## config.mk

```make
export PLATFORM = sky130hd
export DESIGN_NAME = sdram_port_arbiter
export DESIGN_NICKNAME = d
export VERILOG_FILES = /design/src/rtl/sdram_port_arbiter.sv
export SDC_FILE = /design/constraint.sdc
export NUM_CORES = 1
export LEC_CHECK = 0
export ABC_AREA = 1
export CAP_MARGIN = 20
export CORE_MARGIN = 2
export CORE_UTILIZATION = 40
export DETAILED_ROUTE_END_ITERATION = 16
export PLACE_DENSITY = 0.77
export SLEW_MARGIN = 20
export SYNTH_ARGS = -nofsm -noshare
export SYNTH_HDL_FRONTEND = slang
export SYNTH_SLANG_ARGS = --single-unit
```

## constraint.sdc

```tcl
create_clock -name clk -period 1.5 [get_ports clk]
set_input_delay 0.225 -clock clk [delete_from_list [all_inputs] [get_ports clk]]
set_output_delay 0.225 -clock clk [all_outputs]
set_load 0.05 [all_outputs]
```

## src/rtl/sdram_port_arbiter.sv

```systemverilog
// sdram_port_arbiter: merges two toggle-handshake clients onto one
// 16-bit SDRAM controller port, one access outstanding at a time.
module sdram_port_arbiter #(
  parameter bit ROUND_ROBIN = 1'b1
) (
  input  logic        clk,
  input  logic        resetn,

  input  logic [21:0] a_addr,
  input  logic        a_req,
  input  logic [1:0]  a_ds,
  input  logic [15:0] a_din,
  input  logic        a_we,
  output logic        a_req_ack,
  output logic [15:0] a_dout,

  input  logic [21:0] b_addr,
  input  logic        b_req,
  input  logic [1:0]  b_ds,
  input  logic [15:0] b_din,
  input  logic        b_we,
  output logic        b_req_ack,
  output logic [15:0] b_dout,

  output logic [21:0] mem_addr,
  output logic        mem_req,
  output logic [1:0]  mem_ds,
  output logic [15:0] mem_din,
  output logic        mem_we,
  input  logic        mem_req_ack,
  input  logic [15:0] mem_dout
);

  typedef enum logic {
    S_IDLE,
    S_BUSY
  } state_t;

  state_t state;
  logic   owner;
  logic   last_grant;
  logic   a_pend;
  logic   b_pend;
  logic   any_pend;
  logic   pick_b;
  logic   mem_done;

  assign a_pend   = a_req != a_req_ack;
  assign b_pend   = b_req != b_req_ack;
  assign any_pend = a_pend | b_pend;
  assign mem_done = mem_req_ack == mem_req;

  // owner/last_grant encode the client: 0 = A, 1 = B
  always_comb begin
    pick_b = 1'b0;
    unique case (1'b1)
      a_pend && b_pend:
        pick_b = ROUND_ROBIN ? !last_grant : 1'b0;
      b_pend && !a_pend:
        pick_b = 1'b1;
      default:
        pick_b = 1'b0;
    endcase
  end

  always_ff @(posedge clk) begin
    if (!resetn) begin
      state      <= S_IDLE;
      owner      <= 1'b0;
      last_grant <= 1'b1;
      mem_addr   <= '0;
      mem_req    <= 1'b0;
      mem_ds     <= '0;
      mem_din    <= '0;
      mem_we     <= 1'b0;
      a_req_ack  <= 1'b0;
      b_req_ack  <= 1'b0;
      a_dout     <= '0;
      b_dout     <= '0;
    end else begin
      unique case (state)
        S_IDLE: begin
          if (any_pend) begin
            mem_addr   <= pick_b ? b_addr : a_addr;
            mem_ds     <= pick_b ? b_ds   : a_ds;
            mem_din    <= pick_b ? b_din  : a_din;
            mem_we     <= pick_b ? b_we   : a_we;
            mem_req    <= !mem_req;
            owner      <= pick_b;
            last_grant <= pick_b;
            state      <= S_BUSY;
          end
        end
        S_BUSY: begin
          if (mem_done) begin
            if (owner) begin
              b_req_ack <= !b_req_ack;
              if (!mem_we) b_dout <= mem_dout;
            end else begin
              a_req_ack <= !a_req_ack;
              if (!mem_we) a_dout <= mem_dout;
            end
            state <= S_IDLE;
          end
        end
        default: state <= S_IDLE;
      endcase
    end
  end

endmodule

```

==> results of run 1 <==
==> stage by stage <==
step | worst slack, ns | TNS (ns)
after floorplan | 0.06833 | 0
after CTS | 0.2197 | 0
after global placement | -0.09125 | -4.938
after global routing | 0.09171 | 0
after detailed placement | -0.1126 | -6.354
final | 0.2315 | 0
==> synthesized netlist by cell type, drive strengths merged <==
cell	number	share of area, %
inv	109	11
nand3	87	13
a21oi	45	5.8
dfxtp	79	41
nand2	133	14
o21a	1	0.19
clkbuf	3	0.29
clkinv	1	0.13
nor2	68	7.0
o21ai	17	2.2
buf	30	6.0
==> logic make-up after synthesis <==
group / after synthesis / synth area share [%]
compound gates: 63 / 8.191
flops: 79 / 40.76
simple gates: 288 / 33.92
buf+inv: 143 / 17.12
==> final timing paths <==
check,to,slack (ns),cells after the start
setup / recovery,mem_din[13],0.23,10
hold / removal,b_dout[13],0.49,2
setup reg to reg,mem_din[13],0.23,10
hold reg to reg,b_dout[13],0.49,2
==> cell type report <==
| class | count | area [um^2] |
|---|---|---|
| fillers | 848 | 3423 |
| clock inverters | 3 | 67.56 |
| clock buffers | 12 | 145.1 |
| well taps | 129 | 161.4 |
| inverters | 110 | 421.7 |
| flip-flops and latches | 79 | 1585 |
| repair buffers | 201 | 1889 |
| multi-input cells | 351 | 1634 |
==> state kept, by name, indices dropped and copies added, names as in the netlist <==
| register | count |
|---|---|
| mem_we | 1 |
| b_req_ack | 1 |
| mem_addr | 22 |
| state | 1 |
| owner | 1 |
| b_dout | 16 |
| mem_ds | 2 |
| mem_req | 1 |
| a_dout | 16 |
| mem_din | 16 |
| a_req_ack | 1 |
| last_grant | 1 |
==> where the power goes <==
part	internal [W]	switching [W]
combinational	0.00101	0.00170
clock	0.000976	0.000717
sequential	0.00235	0.000140
total	0.00433	0.00256
==> per-layer routing <==
layer | wire, um | vias to the layer above
li1 | - | 2092
met1 | 4514 | 1771
met2 | 4900 | 140
met3 | 778 | 21
met4 | 269 | 0
met5 | 0 | -
==> worst max-delay path, stage by stage, from the launching register on <==
cell and delay, ns:
dfxtp_2 0.38, inv_1 0.05, nand2_1 0.06, nand2_2 0.09
inv_4 0.09, nand2_2 0.08, buf_12 0.18, nand2_1 0.09
nand3_2 0.07, nand2_1 0.05, inv_1 0.04
==> impl_metrics.py, run 1 <==
metrics = {
    "timing": {
        "period_share_pct": 84.57,
        "slew_headroom_pct": 81.06,
        "finalHoldWorstSlack_ns": 0.4875,
        "hold_viol_final": 0,
        "fmaxAchievable_mhz": 788.3,
        "tightest_slew_ns": 0.2837,
        "rsz0062_at_grt": "no",
        "finClkSkew_ns": 0.01186,
        "setup_viol": 0,
        "period_needed_ns": 1.269,
        "slew_viol_final": 0,
    },
    "cells_and_area": {
        "design_area_mm2": 0.005904,
        "layout_common_cells": "125 x nand2_1, 105 x inv_1, 102 x clkdlybuf4s50_1",
        "insertedDiodeCount": 0,
        "drive_above_1_share_pct": 18.78,
        "nets": 855,
        "final_cells": 885,
        "utilization_pct": 63.30,
        "final_common_cell": "nand2_1",
        "syn_to_final_growth_pct": 52.18,
    },
    "die": {
        "design.core.area_mm2": 0.009328,
        "dieArea_mm2": 0.01050,
        "die_w_um": 102.5,
        "start_util_pct": 41.60,
        "die_y_um": 102.5,
        "io_pins": 179,
        "rows": 35,
    },
    "drt": {
        "wl_um": 10460,
        "avgRoutedWirePerCell_um": 11.82,
        "dr.pass1.iters": 4,
        "num_vias": 4024,
        "remaining_drc_errors": 0,
        "antenna_left": 0,
        "initialDrtViolationCount": 116,
        "via_per_inst": 4.547,
    },
    "global_routing": {
        "use_met2_pct": 33.28,
        "grt_remaining_overflow": 0,
        "use_met3_pct": 4.542,
        "busiest_layer": "met2",
        "grt_pass1_wl_um": 16270,
        "grt_max_degree": 33,
        "grt_usage_pct": 19.56,
        "antenna_found_initial": 0,
        "use_met1_pct": 23.23,
        "grt_pass1_vias": 3726,
    },
    "clock_network": {
        "cts_buffer_depth": 2,
        "ctsResizeCount": 0,
        "tritoncts": "built",
        "htree_levels": 3,
        "root_buffer": "clkbuf_8",
        "worstSkewPairLatency_ns": 0.34,
        "cts.hold.buffers_added": 0,
        "post_cts_buffers": 0,
        "cts-buffers-inserted": 9,
        "clkTransAtPathRegs_ns": 0.07,
        "cts_num_sinks": 79,
    },
    "setup_path": {
        "crit_path_start_kind": "register",
        "arrival_ns": 1.50,
        "r2r_start": "b_req_ack",
        "cp_max_fo": 31,
        "critPathKind": "register to register",
        "end_kind": "register",
        "crit_required_ns": 1.74,
        "critPathLaunch": "b_req_ack",
    },
    "placement": {
        "dpl.cell_count": 870,
        "place_area_mm2": 0.005692,
        "place_congestion": 0.7804,
        "post-dp-hpwl_um": 7897,
        "io_buffer_count": 178,
    },
    "hold_path": {
        "min_path_type": "register to register",
        "worstHoldStart": "b_dout[13]",
    },
    "yosys": {
        "avgSynthCellArea_um2": 6.771,
        "yosysWarnings": 0,
        "syn_area_mm2": 0.003880,
        "syn_inst": 573,
        "synth.distinct_cells": 25,
        "synthesis.nets": 676,
        "synth-seq-cells": 79,
        "seq_area_frac_synth_pct": 40.76,
    },
    "pwr": {
        "p_total_w": 0.006889,
        "vdd_drop_max_v": 0.0005665,
        "leakagePower_nw": 2.998,
        "power_density_mw_per_mm2": 1167,
    },
    "status": {
        "run_status": "finished, final reports clean",
    },
    "run": {
        "cap_violations": 0,
    },
}
(Power assumes the default switching activity.)
==> inputs of run 2 (changes only) <==
- CORE_UTILIZATION: 40 -> 38
- clock period: 1.5 -> 1 ns (I/O delays scaled with it)
==> run 2 against run 1 <==
The flow now finishes with violations (setup timing). Sequential power rose by 61%. Critical path depth did not move. Register-to-register slack got worse by 0.56 ns. Core utilization rose by 18 points. Combinational power rose by 130%. Clock power rose by 51%. First-iteration DRC count rose by 71%. Worst hold slack got worse by 0.18 ns. Global-route usage rose by 3.3 points. Total power rose by 85%. Final cell count rose by 5.2%. Critical endpoint is now mem_din[15]. Highest routed layer unchanged.
==> impl_metrics.py, run 2 (synthesis results as in run 1) <==
metrics = {
    "status": {
        "run_status": "finished with violations",
        "violations": "setup timing",
    },
    "clock_network": {
        "cts_num_sinks": 79,
        "htree_levels": 3,
        "worstSkewPairLatency_ns": 0.35,
        "cts_buffer_depth": 2,
        "clkTransAtPathRegs_ns": 0.09,
        "cts.hold.buffers_added": 0,
        "root_buffer": "clkbuf_8",
        "tritoncts": "built",
        "cts-buffers-inserted": 9,
    },
    "setup_path": {
        "cp_max_fo": 7,
        "worstRegToRegCells": 9,
        "critPathKind": "primary input to register",
        "end_kind": "register",
        "crit_path_start_kind": "primary input",
        "arrival_ns": 1.62,
        "crit_required_ns": 1.28,
        "r2r_slack_ns": -0.33,
    },
    "global_routing": {
        "use_met3_pct": 6.800,
        "busiest_layer": "met2",
        "grt_usage_pct": 22.86,
        "use_met2_pct": 41.70,
        "grt_pass1_vias": 4392,
        "grt_max_degree": 43,
        "grt_remaining_overflow": 0,
        "grt_pass1_wl_um": 20400,
        "use_met1_pct": 24.67,
        "antenna_found_initial": 1,
    },
    "drt": {
        "initialDrtViolationCount": 198,
        "via_per_inst": 4.953,
        "dr.pass1.iters": 6,
        "num_vias": 4611,
        "remaining_drc_errors": 0,
        "antenna_left": 0,
        "wl_um": 15220,
        "avgRoutedWirePerCell_um": 16.35,
    },
    "cells_and_area": {
        "nets": 895,
        "largest_reg_flops": 22,
        "final_cells": 931,
        "utilization_pct": 81.28,
        "max_flop_register": "mem_addr",
        "drive_above_1_share_pct": 44.67,
        "layout_common_cells": "102 x nand2_1, 101 x inv_1, 100 x clkdlybuf4s50_1",
        "design_area_mm2": 0.008018,
        "final_common_cell": "nand2_1",
        "syn_to_final_growth_pct": 106.6,
    },
    "timing": {
        "period_needed_ns": 1.340,
        "finalHoldWorstSlack_ns": 0.3123,
        "setup_viol": 108,
        "period_share_pct": 134.0,
        "rsz0062_at_grt": "yes",
        "finClkSkew_ns": 0.01705,
        "tns_ns": -19.40,
        "timing.final.ws_setup_ns": -0.3396,
        "slew_headroom_pct": 83.11,
        "tightest_slew_ns": 0.2533,
        "fmaxAchievable_mhz": 746.5,
        "hold_viol_final": 0,
        "slew_viol_final": 0,
    },
    "placement": {
        "place_area_mm2": 0.006739,
        "place_congestion": 0.8736,
        "dpl.cell_count": 880,
        "io_buffer_count": 178,
        "post-dp-hpwl_um": 9158,
    },
    "die": {
        "start_util_pct": 39.33,
        "die_y_um": 105.0,
        "rows": 36,
        "dieArea_mm2": 0.01103,
        "die_w_um": 105.0,
        "io_pins": 179,
        "design.core.area_mm2": 0.009864,
    },
    "pwr": {
        "vdd_drop_max_v": 0.0009732,
        "power_density_mw_per_mm2": 1586,
        "leakagePower_nw": 3.674,
    },
    "hold_path": {
        "min_path_type": "primary input to register",
        "hold_path_depth": 5,
    },
    "run": {
        "cap_violations": 0,
    },
}
==> run 2: cell types whose count changed in the layout (fill, tap and decap cells not counted), sizes merged, moves of 2 or more <==
cell           previous run  this run
dlymetal6s2s              0         2
buf                      99       128
clkbuf                   12        19
clkinv                    1         5
clkdlybuf4s50           102       100
nand2                   133       135
inv                     109       107
==> run 2: area by class of cell <==
| type | count | area (um^2) |
|---|---|---|
| clock inverter | 4 | 72.57 |
| sequential | 79 | 1695 |
| antenna | 1 | 2.502 |
| timing repair buffer | 237 | 3272 |
| tap | 133 | 166.4 |
| timing repair inverter | 2 | 25.02 |
| clock buffer | 12 | 135.1 |
| multi-input combinational | 353 | 2178 |
| inverter | 110 | 470.5 |
| fill | 573 | 1847 |
==> run 2: power breakdown <==
group	switching, W	internal, W	total (W)
combinational	0.00323	0.00290	0.00613
clock	0.00116	0.00141	0.00256
sequential	0.000425	0.00360	0.00402
==> run 2: final timing paths <==
| check | end | start |
|---|---|---|
| max | mem_din[15] | a_req |
| min | state | mem_req_ack |
| max reg2reg | mem_din[15] | a_req_ack |
| min reg2reg | b_dout[14] | b_dout[14] |
==> run 2: what timing repair did <==
action / in CTS / in global routing
endpoints found under the setup margin: 155 / 151
gates cloned: 2 / 10
pin swaps: 4 / 22
gates resized for setup: 106 / 113
buffers inserted: 14 / 10
==> run 2: critical path: stages <==
cell	delay (ns)
clkdlybuf4s50_1	0.53
inv_1	0.09
nand2_4	0.10
nand2_4	0.07
nand2_8	0.09
nand2_8	0.09
clkbuf_16	0.19
a21oi_2	0.11
nand2_1	0.09
inv_1	0.09
==> run 2: per-layer routing <==
metal | vias up | part of all wire [%]
met2 | 232 | 53
li1 | 2187 | -
met1 | 2147 | 37
met3 | 45 | 7.3
met5 | - | 0
met4 | 0 | 2.9
==> run 2: metrics by stage <==
stage | power [W] | setup slack (ns)
detailed placement | 0.008993 | -0.6510
finish | 0.01272 | -0.3396
global placement | 0.008877 | -0.6046
CTS | 0.01180 | -0.2548
floorplan | 0.006540 | -0.2460
global route | 0.01322 | -0.4073
